[src/rtl/rx_cmd_pkg.sv]
// Shared definitions for the RX command sequencer: FSM state encoding,
// command type codes, opcode bit patterns, per-command frame lengths and
// CRC5 constants (x^5+x^3+1, preset 01001).
package rx_cmd_pkg;

  localparam int unsigned DATA_W = 64;
  localparam int unsigned CNT_W  = 7;
  localparam int unsigned TYPE_W = 3;
  localparam int unsigned CRC_W  = 5;

  typedef enum logic [2:0] {
    ST_IDLE     = 3'd0,
    ST_OPCODE   = 3'd1,
    ST_PAYLOAD  = 3'd2,
    ST_WAIT_END = 3'd3,
    ST_DONE     = 3'd4,
    ST_DISCARD  = 3'd5
  } state_t;

  typedef enum logic [TYPE_W-1:0] {
    CMD_QUERYREP = 3'd0,
    CMD_ACK      = 3'd1,
    CMD_QUERY    = 3'd2,
    CMD_QUERYADJ = 3'd3,
    CMD_NAK      = 3'd4,
    CMD_REQRN    = 3'd5,
    CMD_READ     = 3'd6
  } cmd_type_t;

  // Opcode patterns, first received bit is the MSB
  localparam logic [1:0] OP_QUERYREP = 2'b00;
  localparam logic [1:0] OP_ACK      = 2'b01;
  localparam logic [3:0] OP_QUERY    = 4'b1000;
  localparam logic [3:0] OP_QUERYADJ = 4'b1001;
  localparam logic [7:0] OP_NAK      = 8'b1100_0000;
  localparam logic [7:0] OP_REQRN    = 8'b1100_0001;
  localparam logic [7:0] OP_READ     = 8'b1100_0010;

  // Total frame length in bits, opcode included
  localparam logic [CNT_W-1:0] LEN_QUERYREP = CNT_W'(4);
  localparam logic [CNT_W-1:0] LEN_ACK      = CNT_W'(18);
  localparam logic [CNT_W-1:0] LEN_QUERY    = CNT_W'(22);
  localparam logic [CNT_W-1:0] LEN_QUERYADJ = CNT_W'(9);
  localparam logic [CNT_W-1:0] LEN_NAK      = CNT_W'(8);
  localparam logic [CNT_W-1:0] LEN_REQRN    = CNT_W'(40);
  localparam logic [CNT_W-1:0] LEN_READ     = CNT_W'(58);

  localparam logic [CRC_W-1:0] CRC5_POLY   = 5'b01001;
  localparam logic [CRC_W-1:0] CRC5_PRESET = 5'b01001;

  // Expected total length for a resolved command
  function automatic logic [CNT_W-1:0] cmd_length(input cmd_type_t t);
    logic [CNT_W-1:0] len;
    case (t)
      CMD_QUERYREP: len = LEN_QUERYREP;
      CMD_ACK:      len = LEN_ACK;
      CMD_QUERY:    len = LEN_QUERY;
      CMD_QUERYADJ: len = LEN_QUERYADJ;
      CMD_NAK:      len = LEN_NAK;
      CMD_REQRN:    len = LEN_REQRN;
      CMD_READ:     len = LEN_READ;
      default:      len = '0;
    endcase
    return len;
  endfunction

endpackage

[src/rtl/rx_cmd_sequencer_if.sv]
// Bit-stream input and command output bundle of the RX command sequencer.
//   bitin/bitclk/rx_overflow : from the RX front end
//   cmd_ack                  : from the command consumer
//   cmd_valid/type/data/len  : held command to the consumer
//   cmd_err/busy             : status
// master = front end + consumer side, slave = sequencer.
interface rx_cmd_sequencer_if;
  import rx_cmd_pkg::*;

  logic              bitin;
  logic              bitclk;
  logic              rx_overflow;
  logic              cmd_ack;
  logic              cmd_valid;
  logic [TYPE_W-1:0] cmd_type;
  logic [DATA_W-1:0] cmd_data;
  logic [CNT_W-1:0]  cmd_len;
  logic              cmd_err;
  logic              busy;

  modport master (
    output bitin, bitclk, rx_overflow, cmd_ack,
    input  cmd_valid, cmd_type, cmd_data, cmd_len, cmd_err, busy
  );

  modport slave (
    input  bitin, bitclk, rx_overflow, cmd_ack,
    output cmd_valid, cmd_type, cmd_data, cmd_len, cmd_err, busy
  );
endinterface

[src/rtl/crc5_serial.sv]
// Serial CRC5 (x^5+x^3+1) register. clear presets the register; when clear
// and shift coincide the shifted bit is the first bit after the preset.
//   clk, reset : clock, async active-high reset
//   clear      : restart at preset
//   shift, din : advance one bit
//   residue    : current register contents (zero after a good frame+CRC)
module crc5_serial
  import rx_cmd_pkg::*;
(
  input  logic             clk,
  input  logic             reset,
  input  logic             clear,
  input  logic             shift,
  input  logic             din,
  output logic [CRC_W-1:0] residue
);

  logic [CRC_W-1:0] r_crc;
  logic [CRC_W-1:0] w_base;
  logic [CRC_W-1:0] w_next;
  logic             w_fb;

  // One LFSR step from either the preset or the running value
  always_comb begin
    w_base = clear ? CRC5_PRESET : r_crc;
    w_fb   = din ^ w_base[CRC_W-1];
    w_next = {w_base[CRC_W-2:0], 1'b0} ^ (w_fb ? CRC5_POLY : '0);
  end

  always_ff @(posedge clk or posedge reset) begin
    if (reset)      r_crc <= CRC5_PRESET;
    else if (shift) r_crc <= w_next;
    else if (clear) r_crc <= CRC5_PRESET;
  end

  assign residue = r_crc;

endmodule

[src/rtl/rx_cmd_sequencer.sv]
// RX command sequencer: shifts demodulated bits on each bitclk rising edge,
// resolves the opcode, checks frame length and holds the complete command
// until the consumer acknowledges it. Aborted frames pulse cmd_err.
//   clk, reset : clock, async active-high reset
//   bus        : rx_cmd_sequencer_if.slave (bit input, command output, status)
// Build option: RX_CMD_CRC5_EN adds a CRC5 residue check on QUERY frames.
module rx_cmd_sequencer
  import rx_cmd_pkg::*;
(
  input  logic              clk,
  input  logic              reset,
  rx_cmd_sequencer_if.slave bus
);

  state_t            r_state, w_next_state;
  logic              r_bitclk_d;
  logic [DATA_W-1:0] r_data, w_data_nxt, w_shift_data;
  logic [CNT_W-1:0]  r_cnt, w_cnt_nxt, w_shift_cnt;
  cmd_type_t         r_type, w_type_nxt;
  logic              r_valid, r_err, r_busy;
  logic              w_err, w_edge, w_crc_bad;

  assign w_edge       = bus.bitclk & ~r_bitclk_d;
  assign w_shift_data = {r_data[DATA_W-2:0], bus.bitin};
  // Saturating bit count
  assign w_shift_cnt  = (r_cnt == '1) ? r_cnt : r_cnt + CNT_W'(1);

`ifdef RX_CMD_CRC5_EN
  logic [CRC_W-1:0] w_residue;
  logic             w_crc_clear;
  logic             w_crc_shift;

  assign w_crc_clear = (r_state == ST_IDLE) & w_edge & ~bus.rx_overflow;
  assign w_crc_shift = w_edge & ~bus.rx_overflow &
                       (r_state inside {ST_IDLE, ST_OPCODE, ST_PAYLOAD});

  crc5_serial u_crc5 (
    .clk     (clk),
    .reset   (reset),
    .clear   (w_crc_clear),
    .shift   (w_crc_shift),
    .din     (bus.bitin),
    .residue (w_residue)
  );

  assign w_crc_bad = (r_type == CMD_QUERY) && (w_residue != '0);
`else
  assign w_crc_bad = 1'b0;
`endif

  // Next state, datapath updates and error pulse
  always_comb begin
    w_next_state = r_state;
    w_data_nxt   = r_data;
    w_cnt_nxt    = r_cnt;
    w_type_nxt   = r_type;
    w_err        = 1'b0;
    case (r_state)
      ST_IDLE: begin
        if (w_edge && !bus.rx_overflow) begin
          w_data_nxt   = DATA_W'(bus.bitin);
          w_cnt_nxt    = CNT_W'(1);
          w_next_state = ST_OPCODE;
        end
      end
      ST_OPCODE: begin
        if (bus.rx_overflow) begin
          w_next_state = ST_IDLE;
          w_err        = 1'b1;
        end else if (w_edge) begin
          w_data_nxt = w_shift_data;
          w_cnt_nxt  = w_shift_cnt;
          case (w_shift_cnt)
            CNT_W'(2): begin
              if (w_shift_data[1:0] == OP_QUERYREP) begin
                w_type_nxt = CMD_QUERYREP; w_next_state = ST_PAYLOAD;
              end else if (w_shift_data[1:0] == OP_ACK) begin
                w_type_nxt = CMD_ACK;      w_next_state = ST_PAYLOAD;
              end
            end
            CNT_W'(4): begin
              // 11xx prefixes still need eight bits to resolve
              if (w_shift_data[3:2] == 2'b10) begin
                if (w_shift_data[3:0] == OP_QUERY) begin
                  w_type_nxt = CMD_QUERY;    w_next_state = ST_PAYLOAD;
                end else if (w_shift_data[3:0] == OP_QUERYADJ) begin
                  w_type_nxt = CMD_QUERYADJ; w_next_state = ST_PAYLOAD;
                end else begin
                  w_next_state = ST_DISCARD; w_err = 1'b1;
                end
              end
            end
            CNT_W'(8): begin
              if (w_shift_data[7:0] == OP_NAK) begin
                w_type_nxt = CMD_NAK;   w_next_state = ST_WAIT_END;
              end else if (w_shift_data[7:0] == OP_REQRN) begin
                w_type_nxt = CMD_REQRN; w_next_state = ST_PAYLOAD;
              end else if (w_shift_data[7:0] == OP_READ) begin
                w_type_nxt = CMD_READ;  w_next_state = ST_PAYLOAD;
              end else begin
                w_next_state = ST_DISCARD; w_err = 1'b1;
              end
            end
            default: ;
          endcase
        end
      end
      ST_PAYLOAD: begin
        if (bus.rx_overflow) begin
          w_next_state = ST_IDLE;
          w_err        = 1'b1;
        end else if (w_edge) begin
          w_data_nxt = w_shift_data;
          w_cnt_nxt  = w_shift_cnt;
          if (w_shift_cnt == cmd_length(r_type)) w_next_state = ST_WAIT_END;
        end
      end
      ST_WAIT_END: begin
        if (bus.rx_overflow) begin
          if (w_crc_bad) begin
            w_next_state = ST_IDLE; w_err = 1'b1;
          end else begin
            w_next_state = ST_DONE;
          end
        end else if (w_edge) begin
          w_next_state = ST_DISCARD;
          w_err        = 1'b1;
        end
      end
      ST_DONE: begin
        if (w_edge)      w_err        = 1'b1;
        if (bus.cmd_ack) w_next_state = ST_IDLE;
      end
      ST_DISCARD: begin
        if (bus.rx_overflow) w_next_state = ST_IDLE;
      end
      default: w_next_state = ST_IDLE;
    endcase
  end

  always_ff @(posedge clk or posedge reset) begin
    if (reset) begin
      r_state    <= ST_IDLE;
      r_bitclk_d <= 1'b0;
      r_data     <= '0;
      r_cnt      <= '0;
      r_type     <= CMD_QUERYREP;
      r_valid    <= 1'b0;
      r_err      <= 1'b0;
      r_busy     <= 1'b0;
    end else begin
      r_state    <= w_next_state;
      r_bitclk_d <= bus.bitclk;
      r_data     <= w_data_nxt;
      r_cnt      <= w_cnt_nxt;
      r_type     <= w_type_nxt;
      r_valid    <= (w_next_state == ST_DONE);
      r_err      <= w_err;
      r_busy     <= (w_next_state != ST_IDLE);
    end
  end

  assign bus.cmd_valid = r_valid;
  assign bus.cmd_type  = r_type;
  assign bus.cmd_data  = r_data;
  assign bus.cmd_len   = r_cnt;
  assign bus.cmd_err   = r_err;
  assign bus.busy      = r_busy;

endmodule

[src/flat_wrapper.sv]
// flat-port wrapper written by rule: the top's interface ports become plain ports
module rx_cmd_sequencer_flat import rx_cmd_pkg::*;
  (clk, reset, bus_bitin, bus_bitclk, bus_rx_overflow, bus_cmd_ack, bus_cmd_valid, bus_cmd_type, bus_cmd_data, bus_cmd_len, bus_cmd_err, bus_busy);
  rx_cmd_sequencer_if bus_i ();
  input  logic clk;
  input  logic reset;
  input wire logic [$bits(bus_i.bitin)-1:0] bus_bitin;
  input wire logic [$bits(bus_i.bitclk)-1:0] bus_bitclk;
  input wire logic [$bits(bus_i.rx_overflow)-1:0] bus_rx_overflow;
  input wire logic [$bits(bus_i.cmd_ack)-1:0] bus_cmd_ack;
  output wire logic [$bits(bus_i.cmd_valid)-1:0] bus_cmd_valid;
  output wire logic [$bits(bus_i.cmd_type)-1:0] bus_cmd_type;
  output wire logic [$bits(bus_i.cmd_data)-1:0] bus_cmd_data;
  output wire logic [$bits(bus_i.cmd_len)-1:0] bus_cmd_len;
  output wire logic [$bits(bus_i.cmd_err)-1:0] bus_cmd_err;
  output wire logic [$bits(bus_i.busy)-1:0] bus_busy;
  assign bus_i.bitin = bus_bitin;
  assign bus_i.bitclk = bus_bitclk;
  assign bus_i.rx_overflow = bus_rx_overflow;
  assign bus_i.cmd_ack = bus_cmd_ack;
  assign bus_cmd_valid = bus_i.cmd_valid;
  assign bus_cmd_type = bus_i.cmd_type;
  assign bus_cmd_data = bus_i.cmd_data;
  assign bus_cmd_len = bus_i.cmd_len;
  assign bus_cmd_err = bus_i.cmd_err;
  assign bus_busy = bus_i.busy;
  rx_cmd_sequencer u_core (.clk(clk), .reset(reset), .bus(bus_i));
endmodule
[config.mk]
export PLATFORM = sky130hd
export DESIGN_NAME = rx_cmd_sequencer_flat
export DESIGN_NICKNAME = d
export VERILOG_FILES = /design/src/rtl/rx_cmd_pkg.sv /design/src/rtl/rx_cmd_sequencer_if.sv /design/src/rtl/crc5_serial.sv /design/src/rtl/rx_cmd_sequencer.sv /design/src/flat_wrapper.sv
export SDC_FILE = /design/constraint.sdc
export NUM_CORES = 1
export LEC_CHECK = 0
export ABC_AREA = 0
export CAP_MARGIN = 0
export CORE_ASPECT_RATIO = 1.25
export CORE_UTILIZATION = 51
export CTS_CLUSTER_SIZE = 28
export DETAILED_ROUTE_END_ITERATION = 10
export HOLD_SLACK_MARGIN = 0.08
export MAX_ROUTING_LAYER = met4
export PLACE_DENSITY = 0.76
export RECOVER_POWER = 50
export SLEW_MARGIN = 25
export SYNTH_ARGS = -nofsm -noshare
export SYNTH_HDL_FRONTEND = slang
export SYNTH_SLANG_ARGS = --single-unit
[constraint.sdc]
create_clock -name clk -period 3.6 [get_ports clk]
set_input_delay 0.72 -clock clk [delete_from_list [all_inputs] [get_ports clk]]
set_output_delay 0.72 -clock clk [all_outputs]
set_load 0.02 [all_outputs]
## Word level (Yosys, flattened, before mapping)

Cells that the tools add are included.

- Word-level logic and storage cells: 109
- Input bits: 6
- Bits in registers: 81
- Output and inout port bits: 77

- Add/sub/neg operators: 1
- Reduce and logical (&&, ||, !) cells: 11
- Mux-type cells: 55
- Bitwise operators: 3
- Equal/unequal tests: 31

Operator list:

| cell | count |
|---|---|
| $mux 64 | 3 |
| $pmux 64 s2 | 1 |
| $mux 3 | 26 |
| $mux 7 | 7 |
| $pmux 6 s7 | 1 |
| $eq 8x8->1 const B | 3 |
| $eq 3x3->1 const B | 6 |
| $pmux 3 s3 | 2 |
| $pmux 3 s6 | 1 |
| $pmux 7 s2 | 1 |
| $eq 3x2->1 const B | 4 |
| $mux 1 | 11 |
| $eq 4x4->1 const B | 2 |
| $reduce_and 8->1 | 1 |
| $add 7x1->7 const B | 1 |
| $eq 7x2->1 const B | 1 |
| $eq 7x3->1 const B | 1 |
| $eq 7x4->1 const B | 1 |
| $eq 7x7->1 | 1 |
| $eq 7x7->1 const B | 1 |
| $eq 3x1->1 const B | 2 |
| $logic_not 3->1 | 2 |
| $ne 2x1->1 const B | 3 |
| $ne 3x1->1 const B | 2 |
| 15 further kinds | 17 |

## Depth between registers and ports, before layout

- Word-level depth: 11
- Gate-level depth with buffers: 10

## Worst setup path after synthesis

No wires, ideal clock.

- Path kind: register to register
- Start: register u_core.r_cnt[0], in the netlist u_core.bus.cmd_len[0]
- End: register u_core.r_type[2], in the netlist u_core.bus.cmd_type[2]
- Arrival time: 2474 ps
- Data required time: 3472 ps
- Stages on the path, launching flop included: 8
- Setup slack: 999 ps
- Setup time: 128 ps
- Period minus slack after synthesis: 2601 ps
- Path through: dfrtp_1 -> ha_1 -> nand2_1 -> or4_4 -> a2111oi_4 -> nand2_4 -> o2111ai_2 -> mux2_1

- Longest elaborated chain between the ends: 5

RTL lines:

| what | RTL line | text |
|---|---|---|
| start: declaration | rx_cmd_sequencer.sv:18 | `logic [CNT_W-1:0] r_cnt, w_cnt_nxt, w_shift_cnt;` |
| start signal: assignment | rx_cmd_sequencer.sv:155 | `r_cnt <= w_cnt_nxt;` |
| $add 7x1->7 or $eq 7x7->1 (tied branches) | rx_cmd_sequencer.sv:26 | `assign w_shift_cnt = (r_cnt == '1) ? r_cnt : r_cnt + CNT_W'(1);` |
| $mux 7 (*) | rx_cmd_sequencer.sv:26 |  |
| $eq 7x4->1 (tied with other cells) | rx_cmd_sequencer.sv:73 | `case (w_shift_cnt)` |
| $ne 4x1->1 (no source line) (tied with other cells) | - |  |
| $reduce_and 8->1 (no source line) | - |  |
| end signal: assignment | rx_cmd_sequencer.sv:156 | `r_type <= w_type_nxt;` |
| end: declaration | rx_cmd_sequencer.sv:19 | `cmd_type_t r_type, w_type_nxt;` |

Every way passes the cells marked *; elsewhere a longest branch is shown, timed or not.
A chain may end at the register's enable or synchronous reset.

## Worst setup path after layout

- Start: register u_core.r_cnt[1], in the netlist u_core.bus.cmd_len[1]
- End: register u_core.r_type[1], in the netlist u_core.bus.cmd_type[1]

Same word-level chain as after synthesis.

==> run summary <==
status: finished, final reports clean
switching pwr: 836 uW
Iter 0 DRT Violations: 240
CP Launch Point: u_core.bus.cmd_len[1]
endpoints failing setup: 0
sequential area share after synthesis: 53.5%
Async S/R FF share, synth: 100%
WL final: 8.99 mm
Synth top area share: 53.5%
Reg2Reg Launch Point: u_core.bus.cmd_len[1]
Syn Inst Count: 340
Avg Inst Size Synth: 11.1 sq um
Critical Path End: u_core.bus.cmd_type[1]
via count: 3079
dpl hpwl: 5.83 mm
hold_buf cts: 0
layout cell share with drive strength beyond 1: 8.27%
nature of the critical path endpoint: flip-flop
VDD IR-drop max: 0.479 mV
worst slew pin tran: 1.22 ns
clock buffer depth: 2
DRC: 0
buffers and inverters on the worst path: 0
# diodes: 0
post-CTS resize count: 0
nets: 413
Top FF cell, synth: dfrtp_1
pin count of the biggest net entering global routing: 51
fillers: 550
EDFF count, synth: 0
sw frac: 34.5%
drt pass-1 iters: 4
worst reg-to-reg path cell count: 7
max_cap viols: 0
IO Port Bufs: 82
Critical-path top delay cell: dfrtp_1
worst hold path class: reg -> reg
Clock Latency Late Sink: 0.34 ns
clock root buffer: clkbuf_8
total gr overflow: 0
WP depth: 7
top post-synthesis cells by area: dfrtp_1 (54%), a22o_1 (15%), clkbuf_1 (2.3%)
WS Path Type: reg -> reg
setup bufs post-CTS: 0
critical path, cell by cell: ha_1 > nand2_1 > or4_4 > a2111oi_4 > nand4b_1 > o2111ai_2 > mux2_1
fin cells: 501
GRT Overall Usage: 25.1%
fin crit share: 89.2%
RSZ-0062 raised after global routing: false
# rows: 34
final setup skew: 0.00872 ns
r2r endpoint: u_core.bus.cmd_type[1]
Synth area leader: dfrtp_1
TNS Setup: 0 ns
FF+latch count, synth: 81
Worst slew margin: 18.8%
max-slew violations: 0
share of total power in sequential cells: 43.4%
clk slew on worst S/H paths: 0.08 ns
Syn Nets: 347
CP peak stage delay: 0.56 ns
CTS sink cnt: 81
initial antenna violation count: 0
Yosys cell types: 57
CTS tree: built
Layout area overhead: 28.0%
CTS buffer count: 9
Post-Syn Area: 0.00379 sq mm
DR WL/cell: 17.9 microns
Hold Vio Cnt, Final: 0
Setup crit start kind: flip-flop
critical-path maximum fanout: 15
combinational share of power: 29.3%
Final Util: 68.6%
top-count cell post-synth: dfrtp_1
first-pass GRT wire length: 14.6 mm
clock group share of total power: 27.3%
Leak: 0.00222 uW
Initial Util: 53.6%
Warnings, synthesis: 0
Ports: 83
R2R Setup Slk: 0.39 ns
total core area: 0.00706 sq mm
Crit path max-delay family: simple AND/OR/NAND/NOR gates
Worst Path Arrival: 3.43 ns
DRT antenna net count: 0
FF/Latch Area: 0.00203 sq mm
Die Ht: 98.3 microns
die width: 79.1 microns
critical path required time: 3.82 ns
pwr dens: 501 mW/mm^2
internal cell power: 1590 uW
vias in the first global route: 2892
synth cell count leaders: dfrtp_1 (81), a22o_1 (65), clkbuf_1 (23)
# placed instances: 485
htree depth: 3
routability congestion estimate: 0.900
die area: 0.00778 sq mm
Avg Vias per Cell: 6.15
footprint of the multi-input gates: 0.00162 sq mm
Min Clock Period, post-route: 3.21 ns
Fmax achieved: 0.311 GHz
==> through the flow <==
stage	cell area, sq um	power, uW	hold slack [ns]	worst slack (ns)
floorplan	3790	1570	0.616	0.800
global placement	4660	1760	0.489	0.566
detailed placement	4660	1770	0.495	0.458
CTS	4860	2440	0.518	0.435
global route	4850	2550	0.524	0.212
finish	4850	2430	0.513	0.388
==> kinds of logic (layout without fill, tap and decap cells) <==
group	after synthesis	count (layout)	synth area share [%]
XOR/XNOR	8	8	1.85
adder cells (fa/ha/maj)	1	1	0.330
AND/OR/NAND/NOR	79	79	11.9
buffers and inverters	39	110	4.16
multiplexers	6	6	1.72
flip-flops	81	81	53.5
AO/OA/AOI/OAI	126	126	26.5
==> worst min path at each step <==
stage | startpoint | end | slack [ns] | cells past startpoint
after detailed placement | u_core.bus.cmd_data[63] | u_core.bus.cmd_data[63] | 0.49 | 1
after global routing | u_core.bus.cmd_data[63] | u_core.bus.cmd_data[63] | 0.52 | 1
final | u_core.bus.cmd_data[63] | u_core.bus.cmd_data[63] | 0.51 | 1
after global placement | u_core.bus.cmd_data[63] | u_core.bus.cmd_data[63] | 0.49 | 1
after floorplan | u_core.r_bitclk_d | u_core.r_state[1] | 0.62 | 4
after CTS | u_core.bus.cmd_data[63] | u_core.bus.cmd_data[63] | 0.52 | 1
==> registers in the layout (all words and copies together) (netlist names) <==
register,flops
u_core.bus.cmd_data,64
u_core.bus.cmd_len,7
u_core.bus.cmd_type,3
u_core.r_state,3
u_core.bus.busy,1
u_core.bus.cmd_err,1
u_core.bus.cmd_valid,1
u_core.r_bitclk_d,1
==> power groups by stage <==
stage,Combinational (uW),Sequential [uW],Clock [uW]
2_1_floorplan,516,1050,0
3_3_place_gp,698,1070,0
3_5_place_dp,704,1070,0
4_1_cts,708,1050,675
5_1_grt,763,1070,715
6_report,710,1050,663
==> layer usage <==
metal / vias to the layer above / part of all wire (%) / GRT usage [%]
met2: 117 / 48 / 35.9
li1: 1407 / - / -
met5: - / 0 / -
met1: 1538 / 44 / 34.2
met3: 17 / 6.1 / 5.79
met4: 0 / 2.4 / 11.0
==> layout by cell type, fill, tap and decap left out, types with 5 or more instances in the layout <==
cell / netlist / layout
dfrtp_1: 81 / 81
a22o_1: 65 / 65
clkdlybuf4s50_1: 0 / 43
dlygate4sd3_1: 0 / 39
nand2_1: 19 / 19
nor2_1: 16 / 16
a21oi_1: 14 / 13
o21ai_0: 12 / 12
clkbuf_8: 0 / 10
inv_1: 7 / 7
a31oi_1: 6 / 6
xnor2_1: 6 / 6
nor2b_1: 5 / 5
nand2b_1: 5 / 5
nand3_1: 5 / 5
o211ai_1: 5 / 5
==> layout make-up <==
cell class | instances | share of cell area (%)
timing repair buffer | 87 | 17.9
multi-input combinational | 220 | 33.3
clock buffer | 12 | 2.99
clock inverter | 4 | 1.08
inverter | 7 | 0.542
sequential | 81 | 41.8
tap | 90 | 2.32
No activity file was read; power rests on OpenSTA's default activity.
==> RTL edit 1, RTL diff (same settings) <==
Change the package constant `CNT_W` from 7 to 14.
--- a/src/rtl/rx_cmd_pkg.sv
+++ b/src/rtl/rx_cmd_pkg.sv
@@ -6,3 +6,3 @@
   localparam int unsigned DATA_W = 64;
-  localparam int unsigned CNT_W  = 7;
+  localparam int unsigned CNT_W  = 14;
   localparam int unsigned TYPE_W = 3;
Ports: changed (resized bus_cmd_len); port bits go from 83 to 90. No check against the original RTL was run, so the function may have changed too.
==> RTL edit 1 against the original RTL <==
Largest power group unchanged; total power decreased by 8.0%; sequential share of layout area decreased by 0.94 points; final area increased by 11%; synthesized area increased by 11%; sequential cell count increased by 7; highest routed layer unchanged; cell count increased by 16%; the run now ends with max-capacitance violations, max-slew violations left; setup slack improved by 280 ps; routed wire length increased by 16%; critical path type unchanged.
==> RTL edit 1: results (changes against the original RTL) <==
| Metric | Value |
|---|---|
| Outcome | `complete, but fails checks` |
| Failing checks | `max-capacitance violations, max-slew violations` |
| Syn_area_per_cell | `10.5 um2 (-5.5%)` |
| Leakage | `2.48 nW (+12%)` |
| # nets final | `486 (+18%)` |
| Dpl cells | `563 (+16%)` |
| Worst r2r src | `u_core.bus.cmd_len[0]` |
| Pins Over Slew Limit | `45 (+45)` |
| Vias in the first global route | `3,490 (+21%)` |
| Antenna cells | `0 (unchanged)` |
| Sequential share of the synthesized area | `52.3% (-1.2 points)` |
| Placer congestion estimate | `0.850 (-5.5%)` |
| Synth area leaders | `dfrtp_1, a22o_1, nor2_1, a21oi_1, o21ai_0` |
| Synth top cells by count | `dfrtp_1, a22o_1, nor2_1` |
| Commonest register cell after synthesis | `dfrtp_1` |
| Bufs on Longest Clock Path | `2 (unchanged)` |
| Routed vias | `3,595 (+17%)` |
| Synth cell types | `57 (unchanged)` |
| Hold/Removal Path Class | `reg -> reg` |
| Worst-path fanout max | `13 (-2)` |
| Fillers | `615 (+12%)` |
| Slew of the pin with the lowest slew margin | `1840 ps (+625 ps)` |
| Largest net degree at the start of global routing | `45 (-12%)` |
| Clock slew at reported path FFs | `90 ps` |
| Hold endpoint | `u_core.bus.cmd_data[53]` |
| Drt first pass iters | `5 (+1)` |
| Synthesized Nets | `407 (+17%)` |
| Number of flip-flops in the largest register | `64 (unchanged)` |
| TritonCTS Buffers | `9 (unchanged)` |
| Hold path depth | `1 (unchanged)` |
| Clock latency on the worst-skew pair | `350 ps` |
| Hold Path Origin | `u_core.bus.cmd_data[53]` |
| Initial antenna violation count | `0 (unchanged)` |
| Clock skew | `6.05 ps (-2.67 ps)` |
| R2R setup slack | `670 ps (+280 ps)` |
| Maximum vdd drop | `0.352 mV (-27%)` |
| First-pass GRT wire length | `17.5 mm (+20%)` |
| CP max stage cell | `dfrtp_1` |
| Post-CTS Setup Bufs | `0 (unchanged)` |
| Global router's overall resource usage | `26.1% (+0.97 points)` |
| Detailed Route WL | `10.5 mm (+16%)` |
| Reg2reg path depth | `9 (+2)` |
| CP max stage delay | `490 ps (-70 ps)` |
| Warnings, synthesis | `0 (unchanged)` |
| H-tree level count | `3 (unchanged)` |
| Ratio of cells with drive above 1 in the final layout | `8.06% (-0.21 points)` |
| IO buf count | `89 (+8.5%)` |
| Routed length per instance | `18.1 um (+0.62%)` |
| Critical Path AT | `3170 ps (-260 ps)` |
| Initial drt markers | `231 (-3.8%)` |
| Post-cts sizing count | `0 (unchanged)` |
| CTS Root Cell | `clkbuf_8` |
| Placed wire-length estimate | `7.01 mm (+20%)` |
| Worst R2R End | `u_core.bus.cmd_type[2]` |
| Synth async-reset ratio | `100% (unchanged)` |
| Max-cap violation count | `1 (+1)` |
[RTL edit 1: changes by cell type after synthesis, sizes merged, moves of 5 or more]
cell and change:
o21ai +9, nand2 +5, a21oi +7, and3 +8
nand3 +8, dfrtp +7, nor2 +15, nor3 +9
[RTL edit 1: stage by stage]
stage | setup WS (ps) | instance area, um2 | hold slack (ps) | util [%]
finish | 668 | 5390 | 528 | 68.3
global route | 464 | 5390 | 548 | 68.3
CTS | 680 | 5400 | 532 | 68.5
global placement | 783 | 5180 | 486 | 65.7
floorplan | 601 | 4210 | 611 | -
detailed placement | 692 | 5180 | 499 | 65.7
[RTL edit 1: kinds of logic after synthesis]
kind of cell	Yosys count	share of synthesized area [%]
AOI/OAI and AO/OA	133	23.6
xor gates and xnor gates	8	1.66
adders and majority gates	1	0.297
buffers and inverters	37	3.62
DFF	88	52.3
muxes	6	1.49
and+or+nand+nor	127	17.0
[RTL edit 1: how the worst max path moves through the flow]
stage,from,endpoint,slack [ps]
CTS,u_core.bus.cmd_len[0],u_core.bus.cmd_type[2],680
detailed placement,u_core.bus.cmd_len[0],u_core.bus.cmd_type[2],690
finish,u_core.bus.cmd_len[0],u_core.bus.cmd_type[2],670
global placement,u_core.bus.cmd_len[0],u_core.bus.cmd_type[1],780
floorplan,reset,u_core.bus.busy,600
global route,u_core.bus.cmd_len[5],u_core.bus.busy,460
[RTL edit 1: per-layer routing]
metal | track usage, % | wire (um) | up-vias
met5 | - | 0 | -
met4 | 9.61 | 172 | 0
met3 | 5.50 | 592 | 15
met2 | 40.1 | 5050 | 135
met1 | 34.3 | 4640 | 1782
li1 | - | - | 1663
[RTL edit 1: worst max-delay path: cells and delay by family, from the launching register on]
| family | cells | cell delay [ps] |
|---|---|---|
| mux | 2 | 590 |
| flops | 1 | 490 |
| compound gates | 1 | 90 |
| buf+inv | 1 | 200 |
| fa+ha+maj | 1 | 300 |
| simple gates | 4 | 1140 |
[RTL edit 1: cell type report]
type | count | area, um2 | area share (%)
clock buffer | 10 | 128 | 2.37
clock inverter | 6 | 92.6 | 1.72
inverter | 8 | 31.3 | 0.581
multi-input combinational | 275 | 1860 | 34.5
sequential | 88 | 2200 | 40.9
tap | 95 | 119 | 2.21
timing repair buffer | 97 | 955 | 17.7
[RTL edit 1: where the power goes]
group          switching (mW)  internal [mW]  total, mW
Combinational           0.246          0.169      0.416
Clock                   0.356          0.395      0.751
Sequential             0.0533           1.01       1.07
==> RTL edit 2, RTL diff (same flow settings) <==
Without the edit above. Re-encode `state_t` (6 states) as one-hot, 6 bits wide.
--- a/src/rtl/rx_cmd_pkg.sv
+++ b/src/rtl/rx_cmd_pkg.sv
@@ -10,9 +10,9 @@
 
-  typedef enum logic [2:0] {
-    ST_IDLE     = 3'd0,
-    ST_OPCODE   = 3'd1,
-    ST_PAYLOAD  = 3'd2,
-    ST_WAIT_END = 3'd3,
-    ST_DONE     = 3'd4,
-    ST_DISCARD  = 3'd5
+  typedef enum logic [5:0] {
+    ST_IDLE     = 6'b000001,
+    ST_OPCODE   = 6'b000010,
+    ST_PAYLOAD  = 6'b000100,
+    ST_WAIT_END = 6'b001000,
+    ST_DONE     = 6'b010000,
+    ST_DISCARD  = 6'b100000
   } state_t;
Behaviour: same outputs for any inputs over 4 cycles, from zero or initial values and one cycle with reset high; so few cycles prove little.
==> RTL edit 2 against the original RTL <==
Cell count is 29% higher; critical endpoint is now u_core.bus.cmd_type[0]; setup slack better by 330 ps; routed wire length is 12% higher; largest cell class unchanged; critical path depth is 1 higher; critical path type unchanged; the flow now finishes with violations (max-capacitance violations, max-slew violations); sequential cell count is 3 higher; synthesized area is 9.3% higher; final area is 7.2% higher.
Power is not compared: it rests on default switching activity, and its combinational part moved more than twofold at a synthesized area within 25%.
==> RTL edit 2: results (changes against the original RTL) <==
| Metric | Value |
|---|---|
| Outcome | `complete, but fails checks` |
| Failing checks | `max-capacitance violations, max-slew violations` |
| # nets final | `555 (+34%)` |
| WL met1 | `4.23 mm (+7.6%)` |
| Synth cell types | `59 (+3.5%)` |
| Initial drt markers | `269 (+12%)` |
| Met2 global-route usage | `39.5% (+3.7 points)` |
| Hold path depth | `2 (+1)` |
| Max Used Layer | `met4` |
| Clock skew | `15.6 ps (+6.85 ps)` |
| Routed vias | `3,750 (+22%)` |
| Synthesized Nets | `491 (+41%)` |
| Max-cap violation count | `1 (+1)` |
| Global router's overall resource usage | `26.0% (+0.81 points)` |
| Worst-path fanout max | `11 (-4)` |
| Vias in the first global route | `3,406 (+18%)` |
| Critical Path AT | `3130 ps (-300 ps)` |
| Largest net degree at the start of global routing | `85 (+67%)` |
| First-pass GRT wire length | `16.3 mm (+12%)` |
| Synth area leaders | `dfrtp_1, nand2_1, nand3_1, clkbuf_1, o21ai_0` |
| M3 GR Usage | `7.43% (+1.6 points)` |
| Via density | `5.80 (-5.7%)` |
| Placer congestion estimate | `0.957 (+6.3%)` |
| Clock latency on the worst-skew pair | `360 ps (+20 ps)` |
| Hold/Removal Path Class | `reg -> reg` |
| Syn_area_per_cell | `8.56 um2 (-23%)` |
| Clock slew at reported path FFs | `90 ps` |
| Met1 Track Usage GR | `33.0% (-1.2 points)` |
| Synth top cells by count | `nand2_1, dfrtp_1, nand3_1` |
| Place WS | `860 ps (+402 ps)` |
| Placed cell areas | `0.00501 mm2 (+7.5%)` |
| Met2 WL | `4.98 mm (+16%)` |
| Pins Over Slew Limit | `85 (+85)` |
| Ratio of cells with drive above 1 in the final layout | `6.70% (-1.6 points)` |
| Slew of the pin with the lowest slew margin | `2010 ps (+794 ps)` |
| Dpl cells | `632 (+30%)` |
| Fillers | `670 (+22%)` |
| Met3 WL post-DR | `666 um (+21%)` |
| Routed length per instance | `15.5 um (-14%)` |
| Sequential share of the synthesized area | `50.8% (-2.7 points)` |
| Placed wire-length estimate | `6.76 mm (+16%)` |
-- RTL edit 2: cell types whose count changed in the layout (fill, tap and decap cells not counted), sizes merged, moves of 5 or more --
cell   delta
nand2   +126
nand4     +5
o21ai     +6
a21oi     -8
nand3    +70
a22o     -65
nor3      +7
-- RTL edit 2: critical path: stages (launching register included) --
cell	delay (ps)
dfrtp_1	560
ha_1	320
nand4_1	140
o21ai_0	180
nand3_1	250
nor4_1	690
nor3_1	150
nand3_2	150
mux2_2	340
-- RTL edit 2: cells by family (layout without fill, tap and decap cells) --
kind of cell	after synthesis	in the layout	synth area share, %
AO/OA/AOI/OAI	55	55	9.21
XOR/XNOR	2	2	0.423
adder cells (fa/ha/maj)	1	1	0.302
buffers and inverters	43	111	4.47
flip-flops	84	84	50.8
multiplexers	7	7	1.81
AND/OR/NAND/NOR	292	292	33.0
-- RTL edit 2: cell type report --
class / count / area share [%]
clock buffers: 9 / 2.38
clock inverters: 6 / 1.42
inverters: 6 / 0.457
multi-input cells: 357 / 36.1
flip-flops and latches: 84 / 40.5
well taps: 95 / 2.29
repair buffers: 90 / 16.9
-- RTL edit 2: worst paths after layout --
| kind | startpoint | to | slack [ps] |
|---|---|---|---|
| worst max-delay path | u_core.bus.cmd_len[0] | u_core.bus.cmd_type[0] | 720 |
| worst min-delay path | u_core.bus.cmd_data[42] | u_core.bus.cmd_data[43] | 500 |
| worst max register to register | u_core.bus.cmd_len[0] | u_core.bus.cmd_type[0] | 720 |
| worst min register to register | u_core.bus.cmd_data[42] | u_core.bus.cmd_data[43] | 500 |
| max in group asynchronous | reset | u_core.bus.cmd_len[2] | 880 |
| min in group asynchronous | reset | u_core.bus.cmd_data[51] | 1560 |
